`src/rtl/hazard_pkg.sv`:
```
// Shared types and constants for the pipeline hazard sequencer.
package hazard_pkg;

  typedef enum logic {
    RUN     = 1'b0,
    MD_WAIT = 1'b1
  } state_t;

  localparam logic [31:0] NOP_INSTR      = 32'h0000_0013;
  localparam int          DEF_REG_ADDR_W = 5;

endpackage

```
`src/rtl/load_use_detect.sv`:
```
// Load-use comparator: flags an ID operand that depends on a load now in EX.
// Kept standalone so a forwarding unit can reuse the same match logic.
module load_use_detect #(
  parameter int REG_ADDR_W = 5
) (
  input  logic [REG_ADDR_W-1:0] id_rs1,
  input  logic [REG_ADDR_W-1:0] id_rs2,
  input  logic                  id_uses_rs1,
  input  logic                  id_uses_rs2,
  input  logic [REG_ADDR_W-1:0] ex_rd,
  input  logic                  ex_mem_read,
  output logic                  lu
);

  logic rs1_hit;
  logic rs2_hit;

  // x0 is never a real dependency, so a load targeting it cannot stall.
  always_comb begin
    rs1_hit = id_uses_rs1 && (id_rs1 == ex_rd);
    rs2_hit = id_uses_rs2 && (id_rs2 == ex_rd);
    lu      = ex_mem_read && (ex_rd != '0) && (rs1_hit || rs2_hit);
  end

endmodule

```
`src/rtl/hazard_stall_controller.sv`:
```
// Central hazard sequencer: load-use stalls, branch flushes, multi-cycle
// DIV/REM start/done sequencing with watchdog, and stall/flush counters.
module hazard_stall_controller
  import hazard_pkg::*;
#(
  parameter int MD_TIMEOUT = 64,
  parameter int REG_ADDR_W = DEF_REG_ADDR_W,
  parameter int CNT_W      = 32
) (
  input  logic                  CLK,
  input  logic                  RESET,
  input  logic [REG_ADDR_W-1:0] ID_RS1,
  input  logic [REG_ADDR_W-1:0] ID_RS2,
  input  logic                  ID_USES_RS1,
  input  logic                  ID_USES_RS2,
  input  logic [REG_ADDR_W-1:0] EX_RD,
  input  logic                  EX_MEM_READ,
  input  logic                  EX_IS_MULDIV,
  input  logic                  MD_DONE,
  input  logic                  BRANCH_TAKEN,
  output logic                  PC_WRITE,
  output logic                  IFID_BUBBLE,
  output logic                  IFID_FLUSH,
  output logic                  IDEX_FLUSH,
  output logic                  EX_STALL,
  output logic                  MD_START,
  output logic                  MD_TIMEOUT_ERR,
  output logic [CNT_W-1:0]      STALL_CYCLES,
  output logic [15:0]           FLUSH_COUNT
);

  state_t           state;
  logic [CNT_W-1:0] wd_cnt;
  logic             lu;
  logic             wd_expire;

  load_use_detect #(.REG_ADDR_W(REG_ADDR_W)) u_lu (
    .id_rs1      (ID_RS1),
    .id_rs2      (ID_RS2),
    .id_uses_rs1 (ID_USES_RS1),
    .id_uses_rs2 (ID_USES_RS2),
    .ex_rd       (EX_RD),
    .ex_mem_read (EX_MEM_READ),
    .lu          (lu)
  );

  // Watchdog fires on the last allowed wait cycle; a coincident MD_DONE wins.
  always_comb begin
    wd_expire = (state == MD_WAIT) && !MD_DONE &&
                (wd_cnt == CNT_W'(MD_TIMEOUT - 1));
  end

  // Pipeline controls: combinational from state and hazard inputs.
  always_comb begin
    PC_WRITE    = 1'b1;
    IFID_BUBBLE = 1'b0;
    IFID_FLUSH  = 1'b0;
    IDEX_FLUSH  = 1'b0;
    EX_STALL    = 1'b0;
    MD_START    = 1'b0;
    if (!RESET) begin
      case (state)
        RUN: begin
          if (BRANCH_TAKEN) begin
            // ID instruction is squashed, so any load-use on it is moot.
            IFID_FLUSH = 1'b1;
            IDEX_FLUSH = 1'b1;
          end else if (EX_IS_MULDIV) begin
            MD_START    = 1'b1;
            PC_WRITE    = 1'b0;
            IFID_BUBBLE = 1'b1;
            EX_STALL    = 1'b1;
          end else if (lu) begin
            PC_WRITE    = 1'b0;
            IFID_BUBBLE = 1'b1;
            IDEX_FLUSH  = 1'b1;
          end
        end
        MD_WAIT: begin
          // On done or timeout the stall drops so EX/MEM captures this edge.
          if (!MD_DONE && !wd_expire) begin
            PC_WRITE    = 1'b0;
            IFID_BUBBLE = 1'b1;
            EX_STALL    = 1'b1;
          end
        end
        default: ;
      endcase
    end
  end

  // Sequencer state, watchdog counter and sticky timeout flag.
  always_ff @(posedge CLK or posedge RESET) begin
    if (RESET) begin
      state          <= RUN;
      wd_cnt         <= '0;
      MD_TIMEOUT_ERR <= 1'b0;
    end else begin
      case (state)
        RUN: begin
          if (!BRANCH_TAKEN && EX_IS_MULDIV) begin
            state  <= MD_WAIT;
            wd_cnt <= '0;
          end
        end
        MD_WAIT: begin
          if (MD_DONE) begin
            state <= RUN;
          end else if (wd_expire) begin
            state          <= RUN;
            MD_TIMEOUT_ERR <= 1'b1;
          end else begin
            wd_cnt <= wd_cnt + 1'b1;
          end
        end
        default: state <= RUN;
      endcase
    end
  end

  // Performance counters; both wrap naturally at their width.
  always_ff @(posedge CLK or posedge RESET) begin
    if (RESET) begin
      STALL_CYCLES <= '0;
      FLUSH_COUNT  <= '0;
    end else begin
      if (!PC_WRITE) STALL_CYCLES <= STALL_CYCLES + 1'b1;
      if ((state == RUN) && BRANCH_TAKEN) FLUSH_COUNT <= FLUSH_COUNT + 1'b1;
    end
  end

endmodule

```
`config.mk`:
```
export PLATFORM = sky130hd
export DESIGN_NAME = hazard_stall_controller
export DESIGN_NICKNAME = d
export VERILOG_FILES = /design/src/rtl/hazard_pkg.sv /design/src/rtl/load_use_detect.sv /design/src/rtl/hazard_stall_controller.sv
export SDC_FILE = /design/constraint.sdc
export NUM_CORES = 1
export LEC_CHECK = 0
export CAP_MARGIN = 20
export CORE_MARGIN = 8
export CORE_UTILIZATION = 40
export DETAILED_ROUTE_END_ITERATION = 7
export DONT_BUFFER_PORTS = 1
export HOLD_SLACK_MARGIN = 0.15
export PLACE_DENSITY_LB_ADDON = 0.3
export SLEW_MARGIN = 10
export SYNTH_ARGS = -nofsm -noshare
export SYNTH_HDL_FRONTEND = slang
export SYNTH_SLANG_ARGS = --single-unit
export TNS_END_PERCENT = 1
```
`constraint.sdc`:
```
create_clock -name CLK -period 6.8 [get_ports CLK]
set_clock_uncertainty 0.1 [all_clocks]
set_input_delay 1.36 -clock CLK [delete_from_list [all_inputs] [get_ports CLK]]
set_output_delay 1.36 -clock CLK [all_outputs]
set_load 0.01 [all_outputs]
```
======== After elaboration in Yosys (flattened, before gate mapping) ========
Cells that the tools add are included.
word-level totals
  output and inout port bits .............. 55
  register bits ........................... 82
  logic and storage cells ................. 65
operators by class
  equality and inequality tests ........... 6
  add/subtract/negate cells ............... 3
  muxes and demuxes ....................... 33
  reduce and logical (&&, ||, !) cells .... 16
  bitwise gates (word level) .............. 2
operators by type and width
  operator               number
  $mux 32                3
  $add 32x1->32 const B  2
  $pmux 32 s2            1
  $eq 32x6->1 const B    1
  $mux 1                 25
  $add 16x1->16 const B  1
  $eq 5x5->1             2
  $logic_and 1x1->1      9
  $pmux 1 s2             4
  $ne 2x2->1 const B     3
  $reduce_and 3->1       2
  $reduce_bool 5->1      1
  $logic_not 1->1        3
  $not 1->1              2
  $logic_or 1x1->1       1

======== Logic depth before layout (Yosys ltp) ========
  depth in word-level cells ............... 9
  depth in mapped cells ................... 10
  gate-level depth less buffers ........... 8

======== Modules after synthesis ========
A second synthesis with hierarchy kept.
second synthesis, totals
  cells, all modules ...................... 397
  area total of the unflattened synthesis .. 4073.9 um^2
modules (own cells, without submodules)
  module                   times used  area an instance (um^2)  cells an instance
  hazard_stall_controller  1           3940.0                   380
  load_use_detect          1           133.9                    17

======== Worst setup path before layout ========
Ideal clock, no wire load.
  path type ............................... input-to-output
  from .................................... in RESET
  to ...................................... out PC_WRITE
  required time ........................... 5340 ps
  stages on the path ...................... 4
  setup slack ............................. 1672 ps
  arrival time ............................ 3668 ps
  cells stage by stage .................... inv_1 > o21a_4 > clkinv_2 > buf_8
on the way
  cells in the longest elaborated chain, start to end .. 1
ends and longest elaborated chain
  item             RTL line                       source
  start, declared  hazard_stall_controller.sv:11  input logic RESET,
  $mux 1           hazard_stall_controller.sv:61  if (!RESET) begin
  end, declared    hazard_stall_controller.sv:21  output logic PC_WRITE,
No other way between the ends.

======== Worst setup path after layout ========
  from .................................... in BRANCH_TAKEN
  to ...................................... out PC_WRITE
on the way
  cells in the longest elaborated chain, start to end .. 3
ends and longest elaborated chain
  item             RTL line                       source
  start, declared  hazard_stall_controller.sv:20  input logic BRANCH_TAKEN,
  $mux 1           hazard_stall_controller.sv:64  if (BRANCH_TAKEN) begin
  $pmux 1 s2       hazard_stall_controller.sv:62  case (state)
  $mux 1           hazard_stall_controller.sv:61
No other way between the ends.

==> flow_summary_export.csv <==
group,metric,value,unit
sta,hold_violations,0,
drt,first_pass_iters,4,
power,ir_drop,0.000121,V
logic_synthesis,async_flop_share,100,%
clock_tree,post-cts-setup-buffers,0,
layout,post-route-cell-area,4400,µm²
drt,viasPerCell,5.19,
sta,finalCritPeriodShare,63.5,%
clock_tree,cts_buffer_depth,2,
logic_synthesis,netlist_top_cells_area,"dfrtp_1 51%, xor2_1 10%, xnor2_1 8.4%, nor2_1 4.5%, nand3_1 4.0%",
sta,rsz0062_at_grt,"false",
sta,slew_viol_final,0,
worst_setup_path,arrival,2860,ps
placement,place_hpwl,6110,µm
floorplanning,rows,36,
sta,whs,426,ps
status,status,"complete, no violations",
global_route,grt_overflow,0,
layout,layout-drive-gt1-share,8.21,%
placement,place_area,4170,µm²
logic_synthesis,yosysUniqueCellTypes,37,
clock_tree,cts-resized-gates,0,
worst_hold_path,hp-class,"flop to flop",
floorplanning,die-area,13600,µm²
power,leakage,1.99,nW
floorplanning,die_x,117,µm
power,pwr_density_cell,241,nW/µm²
layout,final_cells,535,
sta,fin_setup_tns,0,ps
logic_synthesis,syn_avg_cell_area,10.3,µm²
logic_synthesis,yosys_warnings,0,
sta,maxSlewHeadroom,41.0,%
logic_synthesis,synthTopCellsByCount,"82 x dfrtp_1, 48 x nor2_1, 46 x xor2_1",
placement,gp_congestion,0.806,
logic_synthesis,ys_seq_elements,82,
worst_setup_path,cp.required,5340,ps
sta,min_period,4320,ps
power,power,1.06,mW
clock_tree,cts-hold-fix-buffers,0,
logic_synthesis,netlist_instances,394,
clock_tree,htreeDepth,3,
worst_setup_path,startpoint_type,"input pin",
global_route,antenna_found_initial,0,
sta,tightestPinTransition,882,ps
layout,diodes,0,
logic_synthesis,synth_top_area_share,50.7,%
global_route,grt_usage,13.5,%
drt,ant_nets,0,
logic_synthesis,synth_edf_count,0,
floorplanning,start_util,41.2,%
clock_tree,numCtsBuffers,9,
floorplanning,fp.coreArea,9820,µm²
floorplanning,ios,78,
logic_synthesis,synth_area_leader_cell,"dfrtp_1",
sta,max_freq,232,MHz
job,cap_violations,0,
placement,io_buffers,0,
layout,fillerInstances,971,
global_route,grt_pass1_wl,14200,µm
drt,drt-wirelength-per-cell,16.0,µm
logic_synthesis,syn_nets,420,
clock_tree,cts_tree,"built",
drt,routed_wl,8580,µm
clock_tree,root_buffer,"clkbuf_8",
layout,final_nets,423,
layout,regArea,2050,µm²
clock_tree,path_clk_slew,80,ps
drt,drtIter0Drc,191,
sta,setup_viol,0,
worst_setup_path,critPathKind,"input pin to output pin",
drt,drc,0,
worst_setup_path,cp-end-kind,"output pin",
clock_tree,cts_sinks,82,
layout,area_delta_synth_final,8.88,%
global_route,grt_pass1_vias,2911,
layout,multi_input_area,1900,µm²
clock_tree,clk_latency,360,ps
floorplanning,die_y,117,µm
global_route,grt_max_degree,84,
drt,via_count,2777,
logic_synthesis,syn_area,4050,µm²
logic_synthesis,ys.flop_type,"dfrtp_1",
logic_synthesis,yosysMostFrequentCell,"dfrtp_1",
logic_synthesis,yosysSeqAreaShare,50.7,%
placement,dp.cells,518,
worst_setup_path,path_max_fanout,31,
## stage by stage
stage                     utilization (%)  setup WS [ps]
after floorplan                         -           1670
after global placement               42.4           2460
after detailed placement             42.4           2440
after CTS                            44.6           2430
after global routing                 44.9           2330
final                                44.9           2480
## cell type report
| type | count | area share (%) |
|---|---|---|
| Clock buffer | 10 | 3.13 |
| Clock inverter | 6 | 1.65 |
| Inverter | 5 | 0.483 |
| Multi-Input combinational cell | 295 | 43.2 |
| Sequential cell | 82 | 46.6 |
| Tap cell | 133 | 3.78 |
| Timing Repair Buffer | 4 | 1.14 |
## per-layer routing
layer  vias to the layer above  track usage (%)  wire length (µm)
met5                         -                0                 0
met4                         0             6.06               146
met3                        11             5.84               857
met2                        76             21.1              3860
met1                      1340             15.7              3710
li1                       1350                -                 -
## worst max-delay path, cell delays in order
cell and delay, ps:
nor3b_2 140, buf_4 320, or2_2 200, o31ai_4 100, inv_2 100, o21a_4 330, clkinv_2 300
## where the power goes
| group | leakage [nW] | switching, mW | internal [mW] | total [mW] |
|---|---|---|---|---|
| Combinational | 0.768 | 0.0491 | 0.0420 | 0.0911 |
| Sequential | 1.12 | 0.0719 | 0.525 | 0.597 |
| Clock | 0.103 | 0.188 | 0.184 | 0.372 |
| Total | 1.99 | 0.309 | 0.750 | 1.06 |
## cells by family after synthesis
logic type | synth area share, %
mux | 0.278
compound gates | 1.89
fa+ha+maj | 0.928
flops | 50.7
simple gates | 25.5
xor+xnor | 18.4
buf+inv | 2.32
## flip-flops by register name, summed over array words and instances (netlist names)
| register | count |
|---|---|
| wd_cnt | 32 |
| MD_TIMEOUT_ERR | 1 |
| STALL_CYCLES | 32 |
| FLUSH_COUNT | 16 |
| state | 1 |
## layout by cell type (no fill, tap or decap), drive strengths merged, types with 2 or more instances in the layout
| cell | n |
|---|---|
| and2 | 6 |
| and3 | 15 |
| and4 | 6 |
| buf | 4 |
| clkbuf | 10 |
| clkinv | 4 |
| dfrtp | 82 |
| ha | 3 |
| inv | 5 |
| nand2 | 38 |
| nand3 | 32 |
| nand4 | 24 |
| nor2 | 48 |
| nor2b | 4 |
| nor3 | 10 |
| nor4 | 9 |
| o21a | 2 |
| o21ai | 3 |
| o31ai | 2 |
| xnor2 | 39 |
| xor2 | 46 |
## final timing paths
check                                        end          from  slack [ps]  cells past startpoint
worst max-delay path                    PC_WRITE  BRANCH_TAKEN        2480                      7
worst min-delay path                   wd_cnt[1]     wd_cnt[1]         430                      2
worst max register to register  STALL_CYCLES[25]         state        4010                      9
worst min register to register         wd_cnt[1]     wd_cnt[1]         430                      2
max in group asynchronous         FLUSH_COUNT[1]         RESET        5190                      3
min in group asynchronous             wd_cnt[13]         RESET         830                      2
No activity file was read; power rests on OpenSTA's default activity.
